==> config.mk <==
export PLATFORM = sky130hd
export DESIGN_NAME = func_unit_ls
export DESIGN_NICKNAME = d
export VERILOG_FILES = /design/src/rtl/func_unit_ls.sv
export SDC_FILE = /design/constraint.sdc
export NUM_CORES = 1
export LEC_CHECK = 0
export ABC_AREA = 1
export CELL_PAD_IN_SITES_DETAIL_PLACEMENT = 1
export CELL_PAD_IN_SITES_GLOBAL_PLACEMENT = 1
export CORE_AREA = 4 4 157 159
export CTS_CLUSTER_DIAMETER = 40
export DETAILED_ROUTE_END_ITERATION = 10
export DIE_AREA = 0 0 161 163
export DONT_BUFFER_PORTS = 1
export GPL_TIMING_DRIVEN = 0
export HOLD_SLACK_MARGIN = 0.1
export PLACE_DENSITY_LB_ADDON = 0.1
export SKIP_CTS_REPAIR_TIMING = 1
export SLEW_MARGIN = 10
export SYNTH_ARGS = -nofsm -noshare
export SYNTH_HDL_FRONTEND = slang
export SYNTH_SLANG_ARGS = --single-unit
==> constraint.sdc <==
create_clock -name in_clk -period 5 [get_ports in_clk]
set_input_delay 1 -clock in_clk [delete_from_list [all_inputs] [get_ports in_clk]]
set_output_delay 1 -clock in_clk [all_outputs]
set_load 0.01 [all_outputs]
==> src/rtl/func_unit_ls.sv <==
// func_unit_ls: single-entry, non-pipelined load/store unit.
// Accepts one LDUR/STUR from the reservation station. Performs the access over a
// req/ack memory port. Returns the tagged result to the ROB under a grant handshake.
module func_unit_ls #(
  parameter int          ADDR_ALIGN_BITS = 3,
  parameter int          GPR_SIZE        = 64,
  parameter int          ROB_IDX_SIZE    = 6,
  parameter int          OP_SIZE         = 4,
  parameter int unsigned FU_OP_LDUR      = 1,
  parameter int unsigned FU_OP_STUR      = 2
) (
  input  logic                    in_clk,
  input  logic                    in_rst,
  input  logic                    in_rs_start,
  input  logic [OP_SIZE-1:0]      in_rs_op,
  input  logic [GPR_SIZE-1:0]     in_rs_val_a,
  input  logic [GPR_SIZE-1:0]     in_rs_val_b,
  input  logic [ROB_IDX_SIZE-1:0] in_rs_dst_rob_index,
  input  logic                    in_rob_is_mispred,
  output logic                    out_fu_ready,
  output logic                    out_mem_req,
  output logic                    out_mem_we,
  output logic [GPR_SIZE-1:0]     out_mem_addr,
  output logic [GPR_SIZE-1:0]     out_mem_wdata,
  input  logic                    in_mem_ack,
  input  logic [GPR_SIZE-1:0]     in_mem_rdata,
  output logic                    out_rob_done,
  output logic [GPR_SIZE-1:0]     out_rob_value,
  output logic [ROB_IDX_SIZE-1:0] out_rob_dst_rob_index,
  output logic                    out_rob_fault,
  input  logic                    in_rob_grant
);

  typedef enum logic [1:0] {
    IDLE = 2'd0,
    REQ  = 2'd1,
    RESP = 2'd2
  } state_t;

  localparam logic [OP_SIZE-1:0] OP_LD = FU_OP_LDUR[OP_SIZE-1:0];
  localparam logic [OP_SIZE-1:0] OP_ST = FU_OP_STUR[OP_SIZE-1:0];

  state_t                  state;
  logic                    squash;
  logic                    is_store;
  logic [ROB_IDX_SIZE-1:0] tag_q;

  logic op_is_ld;
  logic op_is_st;

  // Low address bits must be zero; otherwise the access faults without touching memory.
  function automatic logic is_misaligned(input logic [GPR_SIZE-1:0] addr);
    return addr[ADDR_ALIGN_BITS-1:0] != '0;
  endfunction

  // Decode the issued opcode; anything other than LDUR/STUR is ignored.
  always_comb begin
    op_is_ld = (in_rs_op == OP_LD);
    op_is_st = (in_rs_op == OP_ST);
  end

  assign out_fu_ready = (state == IDLE);

  // Control FSM with registered memory-port and ROB-port outputs.
  always_ff @(posedge in_clk) begin
    if (in_rst) begin
      state                 <= IDLE;
      squash                <= 1'b0;
      is_store              <= 1'b0;
      tag_q                 <= '0;
      out_mem_req           <= 1'b0;
      out_mem_we            <= 1'b0;
      out_mem_addr          <= '0;
      out_mem_wdata         <= '0;
      out_rob_done          <= 1'b0;
      out_rob_value         <= '0;
      out_rob_dst_rob_index <= '0;
      out_rob_fault         <= 1'b0;
    end else begin
      case (state)
        IDLE: begin
          // A start coinciding with a mispredict belongs to the squashed path.
          if (in_rs_start && !in_rob_is_mispred && (op_is_ld || op_is_st)) begin
            is_store <= op_is_st;
            tag_q    <= in_rs_dst_rob_index;
            if (is_misaligned(in_rs_val_a)) begin
              state                 <= RESP;
              out_rob_done          <= 1'b1;
              out_rob_value         <= '0;
              out_rob_fault         <= 1'b1;
              out_rob_dst_rob_index <= in_rs_dst_rob_index;
            end else begin
              state         <= REQ;
              out_mem_req   <= 1'b1;
              out_mem_we    <= op_is_st;
              out_mem_addr  <= in_rs_val_a;
              out_mem_wdata <= op_is_st ? in_rs_val_b : '0;
            end
          end
        end
        REQ: begin
          // The memory handshake always completes; a mispredict only marks the result dead.
          if (in_rob_is_mispred) begin
            squash <= 1'b1;
          end
          if (in_mem_ack) begin
            out_mem_req   <= 1'b0;
            out_mem_we    <= 1'b0;
            out_mem_addr  <= '0;
            out_mem_wdata <= '0;
            if (squash || in_rob_is_mispred) begin
              state  <= IDLE;
              squash <= 1'b0;
            end else begin
              state                 <= RESP;
              out_rob_done          <= 1'b1;
              out_rob_value         <= is_store ? '0 : in_mem_rdata;
              out_rob_fault         <= 1'b0;
              out_rob_dst_rob_index <= tag_q;
            end
          end
        end
        RESP: begin
          // Grant consumes the result; a mispredict drops it. Either way, return to idle.
          if (in_rob_grant || in_rob_is_mispred) begin
            state                 <= IDLE;
            squash                <= 1'b0;
            out_rob_done          <= 1'b0;
            out_rob_value         <= '0;
            out_rob_fault         <= 1'b0;
            out_rob_dst_rob_index <= '0;
          end
        end
        default: begin
          state  <= IDLE;
          squash <= 1'b0;
        end
      endcase
    end
  end

endmodule

Yosys cells after proc, flatten, opt, wreduce, memory -nomap -nowiden
Index checks and enable logic that the tools add are counted.
- equality and inequality tests: 10
- mux-type cells: 47
- bitwise operators: 1
- reductions and logical operators: 15
- operator list (kind ; number):
    64-bit two-way mux ; 12
    64-bit case mux with 2 select lines ; 2
    64-bit case mux with 3 select lines ; 1
    6-bit two-way mux ; 5
    6-bit case mux with 3 select lines ; 1
    1-bit two-way mux ; 15
    2-bit two-way mux ; 5
    1-bit case mux with 3 select lines ; 3
    2-bit != test (second input constant) ; 4
    2-bit case mux with 3 select lines ; 1
    6-bit AND reduction ; 1
    3-bit nonzero test ; 2
    4-bit by 1-bit == test with 1-bit output (second input constant) ; 1
    4-bit by 2-bit == test with 1-bit output (second input constant) ; 1
    2-bit by 1-bit != test with 1-bit output (second input constant) ; 2
    1-bit case mux with 2 select lines ; 2
    2-bit AND reduction ; 2
    4-bit AND reduction ; 1
    1-bit logical OR ; 3
    3-bit AND reduction ; 1
    2-bit by 1-bit == test with 1-bit output (second input constant) ; 1
    2-bit == test (second input constant) ; 1
    1-bit logical AND ; 2
    2-bit logical NOT ; 1
    3 further kinds ; 3
- register bits: 212
- input port bits: 208
- output and inout port bits: 203
- word-level logic and storage cells: 85

Logic depth before layout (Yosys ltp)
- depth in word-level cells: 5
- mapped depth: 12

Least setup slack after synthesis
Ideal clock, no wire load.
- path kind: input to register
- start point: in in_rs_val_a[1]
- end point: reg out_mem_addr[10]
- setup time: 70 ps
- data arrival time: 1976 ps
- required time: 4930 ps
- setup slack: 2953 ps
- stages on the path: 7
- cells stage by stage: nor2_1 > nand2_1 > a21oi_2 > buf_4 > clkbuf_1 > nand3_1 > a21oi_1
- cells in the longest elaborated chain, start to end: 3
- ends and longest elaborated chain (what ; line ; source):
    from (decl) ; 16 ; input logic [GPR_SIZE-1:0] in_rs_val_a,
    3-bit nonzero test ; 53 ; return addr[ADDR_ALIGN_BITS-1:0] != '0;
    2-bit != test (no source line) ; - ;
    4-bit AND reduction (no source line) ; - ;
    to (signal assigned) ; 96 ; out_mem_addr <= in_rs_val_a;
    to (decl) ; 23 ; output logic [GPR_SIZE-1:0] out_mem_addr,
No other way between the ends.
A chain may end at the register's enable or synchronous reset.

Worst setup path after layout
- start point: reg state[0]
- end point: reg out_rob_value[23]
- cells in the longest elaborated chain, start to end: 3
- ends and longest elaborated chain (what ; line ; source):
    from (decl) ; 43 ; state_t state;
    from (signal assigned) ; 67 ; state <= IDLE;
    from (signal assigned) ; 87 ; state <= RESP;
    from (signal assigned) ; 93 ; state <= REQ;
    2-bit logical NOT (*) ; - ;
    net out_fu_ready ; 20 ; output logic out_fu_ready,
    2-bit by 1-bit != test with 1-bit output (no source line) / 3-bit nonzero test (equally long branches) ; - ;
    6-bit AND reduction (no source line) ; - ;
    to (signal assigned) ; 117 ; out_rob_value <= is_store ? '0 : in_mem_rdata;
    to (decl) ; 28 ; output logic [GPR_SIZE-1:0] out_rob_value,
Mark *: on every way through the listed nets, which the timed path passes. The rest lies on a longest branch.

==> qor.csv <==
stage,metric,value,unit
route,final WL,36000,um
clocking,H-tree levels,2,
sta,Slew @ Worst Pin,801,ps
route,via count,9835,
cells_and_area,Final #Nets,1807,
run,Max-cap violations,0,
cells_and_area,Final Instance Area,11700,um2
global_routing,initial antenna violation count,1,
worst_setup_path,worst endpoint required time,5390,ps
yosys,Synth Flop Type,dfxtp_1,
die,Std-Cell Rows,56,
die,Initial Utilization,42.9,%
clocking,Clock Latency Late Sink,510,ps
placed_design,IO Port Bufs,0,
die,die width,161,um
route,WL/cell,18.5,um
placed_design,Post-DP HPWL,26700,um
route,routed vias/inst,5.06,
yosys,Synth area leader,dfxtp_1,
cells_and_area,layout cells sized above 1,7.27,%
status,status,"complete, no violations",
yosys,syn avg cell area,6.42,um2
power_and_ir_drop,Worst IR Drop VDD,0.301,mV
worst_setup_path,CP Launch Type,register,
yosys,syn nets,1767,
sta,Hold Slack,447,ps
clocking,Max Root-Sink Buffers,3,
worst_setup_path,family with the most delay on the worst path,simple AND/OR/NAND/NOR gates,
worst_setup_path,"Max FO, Critical Path",10,
yosys,Mapped Cells,1555,
yosys,sequential area share after synthesis,42.5,%
clocking,clock sinks,212,
worst_setup_path,critical path buffer and inverter count,3,
sta,Final period util,46.9,%
yosys,mapped cell area,9990,um2
die,Die Area,26200,um2
yosys,"top cells by count, synth","329 x nand2_1, 282 x inv_1, 225 x nor2_1, 212 x dfxtp_1, 135 x a21oi_1",
sta,"Setup violations, final",0,
sta,Slew Limit Fails,0,
route,drt drc,0,
sta,RSZ-0062 raised after global routing,false,
cells_and_area,Synth-to-Final Area Change,17.3,%
worst_hold_path,Hold Path Class,register to register,
route,Pre-Repair DR Iteration Count,4,
clocking,Clk Tree Root Cell,clkbuf_16,
global_routing,largest net degree at the start of global routing,11,
yosys,post-synth cell types,22,
sta,Slew headroom,46.6,%
global_routing,vias in the first global route,10266,
sta,fmax,427,MHz
clocking,number of CTS-inserted buffers,38,
sta,clk_skew,14.3,ps
route,DRT antenna net count,0,
clocking,CTS tree,yes,
placed_design,GPL Wtd Cong,0.834,
yosys,Post-synth ARST share,0,%
worst_setup_path,CP max-delay cell,clkbuf_1,
die,die height,163,um
die,CORE AREA,23300,um2
placed_design,DP Area,10400,um2
yosys,Yosys reg bits,212,
worst_setup_path,CP cell instances,inv_1 > ha_1 > buf_2 > nand3_1 > nand2_1 > nor2_1 > clkbuf_1 > nand4_1 > nand2_1 > nor2_1,
route,DR iter-0 viols,396,
cells_and_area,Filler cells,3105,
sta,Fin Setup TNS,0,ps
cells_and_area,ant diodes,0,
yosys,number of synthesized flops with an enable pin,0,
worst_setup_path,peak per-stage delay on the critical path,400,ps
global_routing,Tot GR Track Use,26.4,%
yosys,synth top area cells,"dfxtp_1 42%, nand2_1 12%, inv_1 11%",
global_routing,first-pass GRT wire length,55700,um
yosys,YS warnings,0,
sta,Hold Fails Final Rpt,0,
yosys,post-synth top area share,42.5,%
clocking,clk slew on worst S/H paths,50,ps
sta,post-route minimum period,2340,ps
worst_setup_path,critical path class,register to register,
worst_setup_path,Worst setup EP type,register,
cells_and_area,fin cells,1942,
global_routing,total grt overflow,0,
die,number of I/O pins,411,
worst_setup_path,Worst Path Arrival,2730,ps
yosys,"count leader, synth",nand2_1,
power_and_ir_drop,pwr dens,650,nW/um2
placed_design,Cells after DPL,1874,
power_and_ir_drop,Leak Pwr,0.00546,uW
-- state kept, by name, summed over array words and instances, names as in the netlist --
register,count
out_mem_addr,64
out_rob_dst_rob_index,6
out_rob_value,64
out_mem_req,1
out_mem_we,1
tag_q,6
state,2
out_mem_wdata,64
out_rob_done,1
squash,1
out_rob_fault,1
is_store,1
-- cell type report --
class | count | area, um2 | area share (%)
flip-flops and latches | 212 | 4240 | 36.2
clock inverters | 14 | 179 | 1.53
clock buffers | 54 | 1150 | 9.85
multi-input cells | 942 | 4110 | 35.1
inverters | 286 | 1070 | 9.16
plain buffers | 115 | 561 | 4.78
well taps | 319 | 399 | 3.41
-- power breakdown --
group	switching (uW)	internal, uW	total, uW
clock network	876	1810	2680
logic	1720	749	2470
registers	423	2040	2460
-- layer usage --
metal | GRT usage [%] | wire, um
met2 | 47.6 | 17900
met3 | 10.9 | 3500
met1 | 28.1 | 13400
met4 | 8.61 | 1200
met5 | 0 | 20
-- path summary, 6_finish.rpt --
path,startpoint,slack [ps],depth (start not counted),endpoint
hold reg to reg,tag_q[5],450,2,tag_q[5]
setup reg to reg,state[0],2660,10,out_rob_value[23]
setup / recovery,state[0],2660,10,out_rob_value[23]
hold / removal,tag_q[5],450,2,tag_q[5]
-- placed cells by master, fill, tap and decap left out, types with 8 or more instances in the layout --
cell type  synthesis  routed
o21ai_0           14      14
buf_6              8       8
nor2_1           225     225
buf_2             28      28
clkbuf_1          61      66
nor3_1            64      64
nand4_1           31      31
nand3_1          132     132
buf_1              9       9
nand2_1          329     329
inv_1            282     282
clkbuf_8           0       8
buf_4              9       9
dfxtp_1          212     212
clkbuf_16          0      41
a21oi_1          135     135
-- through the flow --
| step | worst slack, ps | power, uW | utilization [%] |
|---|---|---|---|
| 6_report | 2660 | 7620 | 50.4 |
| 3_3_place_gp | 2490 | 4900 | 44.7 |
| 5_1_grt | 2430 | 8200 | 50.4 |
| 4_1_cts | 2660 | 7690 | 50.4 |
| 2_1_floorplan | 2950 | 4260 | - |
| 3_5_place_dp | 2440 | 4970 | 44.7 |
-- cells by family after synthesis --
family          synth area share, %
compound gates                 7.68
fa+ha+maj                     0.501
buf+inv                        16.4
flops                          42.5
simple gates                   33.0
-- tightest hold or removal path: cells and delay by family, from the launching register on --
family / cells / cell delay [ps]
flops: 1 / 290
buf+inv: 1 / 60
compound gates: 1 / 50
Note: power is estimated with default switching activity, not from simulation.
